File: src/rtl/deci_pkg.sv
// Types and defaults shared by the LPDAQ decimation blocks and the downstream packer.
package deci_pkg;

    localparam int DEF_DW   = 10;
    localparam int DEF_NCH  = 4;
    localparam int DEF_DECI = 5;
    localparam int DEF_CW   = $clog2(DEF_NCH);

    typedef logic [DEF_CW-1:0]        chan_idx_t;
    typedef logic signed [DEF_DW-1:0] sample_t;

    // Increment modulo n, used for round-robin pointer stepping.
    function automatic int wrap_inc(input int v, input int n);
        return (v + 1 >= n) ? 0 : v + 1;
    endfunction

endpackage

File: src/rtl/rr_arbiter.sv
// Combinational round-robin arbiter: grants the first requester at or above ptr, with wrap.
module rr_arbiter
    import deci_pkg::*;
#(
    parameter int  N  = 4,
    localparam int IW = (N > 1) ? $clog2(N) : 1
) (
    input  logic [N-1:0]  req,
    input  logic [IW-1:0] ptr,
    output logic [N-1:0]  gnt,
    output logic [IW-1:0] gnt_idx,
    output logic          any
);

    int            pos;
    logic [IW-1:0] sel;

    always_comb begin
        // NOTE: every output gets a default before the search loop, so no path leaves one unassigned (no latch).
        gnt     = '0;
        gnt_idx = '0;
        any     = 1'b0;
        pos     = int'(ptr);
        sel     = '0;
        for (int i = 0; i < N; i++) begin
            sel = IW'(pos);
            if (!any && req[sel]) begin
                any      = 1'b1;
                gnt[sel] = 1'b1;
                gnt_idx  = sel;
            end
            pos = wrap_inc(pos, N);
        end
    end

endmodule

File: src/rtl/deci_rr_sched.sv
// Round-robin decimating scheduler: NCH channels with private modulo-DECI counters
// share one registered valid/ready output stage.
module deci_rr_sched
    import deci_pkg::*;
#(
    parameter int  DW   = DEF_DW,
    parameter int  NCH  = DEF_NCH,
    parameter int  DECI = DEF_DECI,
    localparam int CW   = $clog2(NCH)
) (
    input  logic                 clk,
    input  logic                 rst_n,
    input  logic [NCH*DW-1:0]    in_data,
    input  logic [NCH-1:0]       in_valid,
    output logic [NCH-1:0]       in_ready,
    input  logic [NCH-1:0]       ch_en,
    input  logic                 cnt_clr,
    output logic signed [DW-1:0] out_data,
    output logic [CW-1:0]        out_chan,
    output logic                 out_valid,
    input  logic                 out_ready
);

    localparam int              CNTW = (DECI > 1) ? $clog2(DECI) : 1;
    localparam logic [CNTW-1:0] LAST = CNTW'(DECI - 1);

    logic [CNTW-1:0] cnt_q [NCH];
    logic [CNTW-1:0] cnt_d [NCH];
    logic [CW-1:0]   ptr_q, ptr_d;
    logic            out_valid_q, out_valid_d;
    logic [DW-1:0]   out_data_q, out_data_d;
    logic [CW-1:0]   out_chan_q, out_chan_d;

    logic            stage_free;
    logic [NCH-1:0]  at_last;
    logic [NCH-1:0]  req;
    logic [NCH-1:0]  gnt;
    logic [CW-1:0]   gnt_idx;
    logic            gnt_any;
    logic            emit;
    logic [DW-1:0]   gnt_sample;

    // A channel whose next sample would be emitted may only go when the output stage can take it.
    always_comb begin
        stage_free = ~out_valid_q | out_ready;
        for (int c = 0; c < NCH; c++) begin
            at_last[c] = (cnt_q[c] == LAST);
            req[c]     = rst_n & ~cnt_clr & in_valid[c] & ch_en[c] & (~at_last[c] | stage_free);
        end
    end

    rr_arbiter #(.N(NCH)) u_arb (
        .req     (req),
        .ptr     (ptr_q),
        .gnt     (gnt),
        .gnt_idx (gnt_idx),
        .any     (gnt_any)
    );

    assign in_ready   = gnt;
    assign emit       = gnt_any & at_last[gnt_idx];
    assign gnt_sample = in_data[gnt_idx*DW +: DW];

    always_comb begin
        cnt_d       = cnt_q;
        ptr_d       = ptr_q;
        out_valid_d = out_valid_q;
        out_data_d  = out_data_q;
        out_chan_d  = out_chan_q;

        for (int c = 0; c < NCH; c++) begin
            if (cnt_clr || !ch_en[c]) begin
                cnt_d[c] = '0;
            end else if (gnt[c]) begin
                cnt_d[c] = at_last[c] ? '0 : cnt_q[c] + 1'b1;
            end
        end

        if (cnt_clr) begin
            ptr_d = '0;
        end else if (gnt_any) begin
            ptr_d = CW'(wrap_inc(int'(gnt_idx), NCH));
        end

        // Emission wins over a simultaneous handshake: the stage reloads and stays valid.
        if (emit) begin
            out_valid_d = 1'b1;
            out_data_d  = gnt_sample;
            out_chan_d  = gnt_idx;
        end else if (out_ready) begin
            out_valid_d = 1'b0;
        end
    end

    always_ff @(posedge clk) begin
        if (!rst_n) begin
            // NOTE: the counter array is phase state, not storage, so every entry is reset explicitly.
            for (int c = 0; c < NCH; c++) begin
                cnt_q[c] <= '0;
            end
            ptr_q       <= '0;
            out_valid_q <= 1'b0;
            out_data_q  <= '0;
            out_chan_q  <= '0;
        end else begin
            cnt_q       <= cnt_d;
            ptr_q       <= ptr_d;
            out_valid_q <= out_valid_d;
            out_data_q  <= out_data_d;
            out_chan_q  <= out_chan_d;
        end
    end

    assign out_valid = out_valid_q;
    assign out_data  = out_data_q;
    assign out_chan  = out_chan_q;

endmodule

File: config.mk
export PLATFORM = sky130hd
export DESIGN_NAME = deci_rr_sched
export DESIGN_NICKNAME = d
export VERILOG_FILES = /design/src/rtl/deci_pkg.sv /design/src/rtl/rr_arbiter.sv /design/src/rtl/deci_rr_sched.sv
export SDC_FILE = /design/constraint.sdc
export NUM_CORES = 1
export LEC_CHECK = 0
export ABC_AREA = 1
export BUFFER_PORTS_ARGS = -buffer_cell sky130_fd_sc_hd__buf_2
export CAP_MARGIN = 40
export CORE_MARGIN = 2
export CORE_UTILIZATION = 45
export DETAILED_ROUTE_END_ITERATION = 12
export HOLD_SLACK_MARGIN = 0.05
export PLACE_DENSITY = 0.81
export RECOVER_POWER = 50
export SLEW_MARGIN = 15
export SYNTH_ARGS = -nofsm -noshare
export SYNTH_HDL_FRONTEND = slang
export SYNTH_SLANG_ARGS = --single-unit
export TNS_END_PERCENT = 100
File: constraint.sdc
create_clock -name clk -period 6.2 [get_ports clk]
set_clock_uncertainty 0.1 [all_clocks]
set_input_delay 0.93 -clock clk [delete_from_list [all_inputs] [get_ports clk]]
set_output_delay 0.93 -clock clk [all_outputs]
set_load 0.005 [all_outputs]
# Word-level counts from Yosys, hierarchy flattened
# Cells that the tools add are included.
# word_totals
regBits,27
inputBits,52
word_cells,128
out_inout_bits,17
# classes
multipliers,1
shifts,1
order_cmp,13
n_eq_ne,4
add_sub_neg,8
bitwise,29
n_reduce_logical,24
muxes,40
# ops
op,count
"32-bit by 4-bit >= comparator with 1-bit output, second input constant",3
"32-bit by 2-bit adder with 32-bit output, second input constant",2
32-bit two-way mux,2
40-bit by 7-bit indexed part select with 10-bit output,1
4-bit two-way mux,4
"2-bit by 3-bit less-than comparator with 1-bit output, second input constant",5
1-bit two-way mux,15
1-bit bitwise AND,14
"3-bit by 1-bit adder with 3-bit output, second input constant",4
"3-bit equality test, second input constant",4
2-bit two-way mux,6
3-bit two-way mux,4
4-bit bitwise OR,3
1-bit binary-select mux with 2-bit select,5
2-bit OR reduction,5
1-bit demux with 2-bit select,4
"2-bit by 1-bit >= comparator with 1-bit output, second input constant",4
1-bit logical AND,7
1-bit logical NOT,7
1-bit inverter,7
"2-bit by 1-bit adder with 3-bit output, second input constant",2
"2-bit by 3-bit multiplier with 5-bit output, second input constant",1
1-bit bitwise OR,5
1-bit logical OR,4
2 further kinds,2

# Logic depth before layout (Yosys ltp)
# depth
word_depth,21
mapped_depth,21
depth_no_buf,20

# By module
# From an unflattened synthesis, not the netlist that was laid out.
# unflattened
cells_unflattened,308
area_unflattened_um2,2023.2
# by_module_without_submodules
mod,area_each_um2,n_inst,cells_each,seq_area_each_um2
deci_rr_sched,1554.0,1,228,540.5
rr_arbiter,469.2,1,80,0.0

# Worst setup path before layout
# Ideal clock, no wire load.
# synth_path
path_kind,input to output
from,input out_ready
to,output in_ready[0]
cell_stages,9
slack_ns,3.163
path_buffers,0
arrival_time_ns,2.007
cell_sequence,nor2_2 > nand2_1 > nand3_1 > nand3_1 > nand2_4 > nand2_2 > nor2_4 > nand2_1 > o21ai_1
# synth_via
elab_chain_len,15
# synth_rtl
item,line_no,rtl
"start, declared",deci_rr_sched.sv:21,input logic out_ready
1-bit bitwise OR *,deci_rr_sched.sv:45,stage_free = ~out_valid_q | out_ready;
1-bit bitwise OR,deci_rr_sched.sv:48,req[c] = rst_n & ~cnt_clr & in_valid[c] & ch_en[c] & (~at_last[c] | stage_free);
1-bit bitwise AND,deci_rr_sched.sv:48,
1-bit binary-select mux with 2-bit select,rr_arbiter.sv:27,if (!any && req[sel]) begin
1-bit two-way mux (not written as such),rr_arbiter.sv:27,
1-bit two-way mux,rr_arbiter.sv:27,
1-bit logical NOT,rr_arbiter.sv:27,
1-bit logical AND,rr_arbiter.sv:27,
1-bit two-way mux,rr_arbiter.sv:27,
1-bit logical NOT,rr_arbiter.sv:27,
1-bit logical AND,rr_arbiter.sv:27,
1-bit two-way mux,rr_arbiter.sv:27,
1-bit logical NOT,rr_arbiter.sv:27,
1-bit logical AND,rr_arbiter.sv:27,
4-bit two-way mux *,rr_arbiter.sv:27,
"end, declared",deci_rr_sched.sv:15,"output logic [NCH-1:0] in_ready,"
# Every way passes the cells marked *; elsewhere a longest branch is shown, timed or not. The select of a mux whose other input is x is not followed.

# Worst setup path in the final report
# layout_path
from,input rst_n
to,"register out_data_q[8], in the netlist out_data[8]"
# layout_via
elab_chain_len,19
# layout_rtl
item,line_no,rtl
"start, declared",deci_rr_sched.sv:12,"input logic rst_n,"
branches (longest 19 deep; another with 1-bit binary-select mux with 2-bit select),--,
"end signal, assigned",deci_rr_sched.sv:109,out_data_q <= out_data_d;
"end, declared",deci_rr_sched.sv:31,"logic [DW-1:0] out_data_q, out_data_d;"
# Parallel ways; which one is timed is not known. The select of a mux whose other input is x is not followed.
# A chain may end at the register's enable or synchronous reset.

==> flow_summary.toml <==
[cells_and_area]
design_area_um2 = 2670
n_fill_cell = 507
area_growth_pct = 16.8
num_antenna_cells = 0
drive_gt1_share_pct = 21.2
layout.nets = 488

[sta]
hold_viol = 0
worst_hold_slack_ns = 0.356
maxSlewViolCount = 0
period_share_pct = 72.0
worst_pin_slew_ns = 1.28
tns_ns = 0
rsz0062_at_grt = "false"
fin_crit_ns = 4.46
fmax_ghz = 0.224
setup_viol = 0
slew_headroom_pct = 14.1

[power_and_ir_drop]
vdd_drop_max_mv = 0.147
leakagePower_nw = 1.34
power_density_nw_per_um2 = 299
p_total_w = 0.000797

[global_routing]
grt_pass1_vias = 2049
grt_overflow = 0
antenna_found_initial = 0
grt_pass1_wl_um = 8670
grt_max_degree = 46
grtUsageTotal_pct = 19.3

[synthesis]
synth_area_per_cell_um2 = 6.38
synth.top_cell.area_share_pct = 23.7
synth_most_common_cell = "nand2_1"
synth_edf_count = 0
yosys_warnings = 0
ys_top_cells_by_area = "dfxtp_1, nand2_1, inv_1"
syn_inst = 358
yosysTopAreaCell = "dfxtp_1"
yosys_register_bits = 27
synthArstFlopShare_pct = 0
synthFlopType = "dfxtp_1"
syn_area_um2 = 2280
synth_common_cells = "nand2_1, inv_1, nor2_1"
ys_types = 29
yosysSeqAreaShare_pct = 23.7
synth_nets = 425

[die]
initial_core_util_pct = 47.4
die_x_um = 75.3
num_rows = 25
die_y_um = 75.3
io_pins = 69
core_area_um2 = 4820
die_area_um2 = 5660

[route]
num_vias = 2355
wl_um = 5280
vias_per_cell = 4.84
drc = 0
drtIter0Drc = 145
first_pass_iters = 4
wl_per_cell_um = 10.8
ant_nets = 0

[clocking]
h-tree-depth = 1
cts_hold_buf = 0
cts.clk_slew.worst_paths_ns = 0.10
cts_tree = "built"
numCtsBuffers = 3
ctsLongestPathBuffers = 2
root_buffer = "clkbuf_8"
clock_latency_ns = 0.28
postCtsSetupBuffers = 0
cts_resized = 0
clock_sinks = 27

[critical_path]
critPathMaxStageDelay_ns = 0.93
r2r_slack_ns = 2.23
crit_path_start_kind = "input pin"
reg2reg_from = "ptr_q[0]"
crit_path_max_fanout = 45
cp.buffers_inverters = 2
worstPathRequired_ns = 6.32
path_class = "in2reg"
cp_top_family = "simple AND/OR/NAND/NOR gates"
crit_top_cell = "nand2_1"
path_cells = "clkbuf_1 > nand3_4 > nor2_1 > nand3_1 > nand3_2 > nand2_4 > clkinv_1 > nand2_1 > nand3_1 > nand2_2 > nand2_1 > nand2_1 > nand3_2 > nand3_4 > nand2_1 > nand2_1 > nor2_1"
worstSetupEndpointType = "flip-flop"
rr_endpoint = "out_data[8]"
worst-r2r-cell-count = 15
slowest_stage = "nand2_1"
arrival_ns = 4.58

[place]
placed_area_um2 = 2640
hpwlAfterDp_um = 4240
portBuffers = 68
gp_congestion = 0.943

[flow_run]
max_cap_viol_count = 0

[worst_hold_path]
hp-class = "reg2reg"
min_to = "out_chan[1]"
hold_path_depth = 2
min_from = "out_chan[1]"

[status]
status = "finished clean"
worst register-to-register path: stages, from the launching register on:
cell	delay, ns
dfxtp_1	0.54
inv_1	0.24
ha_1	0.26
o21ai_0	0.32
nand3_1	0.14
nand2_2	0.15
nand3_2	0.13
nand3_1	0.12
nand2_2	0.07
nand2_1	0.93
nand2_1	0.21
nand3_2	0.15
nand3_4	0.22
nand2_1	0.14
nand2_1	0.06
nor2_1	0.12
flip-flops by register name (all words and copies together), names as in the netlist:
| register | count |
|---|---|
| ptr_q | 2 |
| out_chan | 2 |
| cnt_q | 12 |
| out_data | 10 |
| out_valid | 1 |
report_power, final:
group / switching [W] / leakage, nW / internal [W]
logic: 0.000318 / 1.10 / 0.000165
clock network: 0.0000572 / 0.0217 / 0.0000457
registers: 0.0000161 / 0.219 / 0.000196
cell usage in the layout (no fill, tap or decap):
master and n:
a211oi_1 9, a21boi_1 1, a21oi_1 24, buf_2 57, clkbuf_1 11, clkbuf_8 3
clkinv_1 3, clkinvlp_4 1, dfxtp_1 27, ha_1 15, inv_1 62, inv_2 5
nand2_1 80, nand2_2 6, nand2_4 2, nand3_1 18, nand3_2 4, nand3_4 5
nand3b_1 1, nand4_1 2, nor2_1 39, nor2_2 3, nor2_4 3, nor3_1 4
o211ai_1 10, o21ai_0 22, o21ai_1 1, o22ai_1 1, xnor2_1 1
worst max path at each step:
stage | startpoint | endpoint | slack [ns] | cells past startpoint
2_1_floorplan | out_ready | in_ready[0] | 3.16 | 9
3_3_place_gp | rst_n | in_ready[1] | 2.58 | 12
3_5_place_dp | rst_n | in_ready[3] | 2.55 | 10
4_1_cts | ptr_q[0] | in_ready[3] | 2.46 | 9
5_1_grt | rst_n | out_data[8] | 1.20 | 17
6_report | rst_n | out_data[8] | 1.74 | 17
per-stage QoR:
| step | setup slack [ns] | instances | utilization [%] |
|---|---|---|---|
| floorplan | 3.16 | 358 | - |
| global placement | 2.58 | 483 | 54.9 |
| detailed placement | 2.55 | 483 | 54.9 |
| CTS | 2.46 | 487 | 55.9 |
| global route | 1.20 | 487 | 55.4 |
| finish | 1.74 | 487 | 55.4 |
area by class of cell:
class                      instances  area, µm²  share of cell area (%)
multi-input combinational        251       1410                    52.7
sequential                        27        541                    20.3
timing repair buffer              68        327                    12.2
inverter                          70        263                    9.85
tap                               67       83.8                    3.14
clock buffer                       3       41.3                    1.55
clock inverter                     1       7.51                   0.281
logic make-up (layout without fill, tap and decap cells):
family,count (synthesis),count (layout),synth area share [%]
compound gates,68,68,17.1
flops,27,27,23.7
buf+inv,80,142,14.4
xor+xnor,1,1,0.383
fa+ha+maj,15,15,8.21
simple gates,167,167,36.2
metal layers:
metal  vias to the layer above  track usage [%]  routed length (µm)
li1                       1256                -                   -
met1                      1041             24.9                2340
met2                        58             33.7                2700
met3                         0             4.15                 247
met4                         0             3.51                   0
met5                         -                0                   0
(Power assumes the default switching activity.)
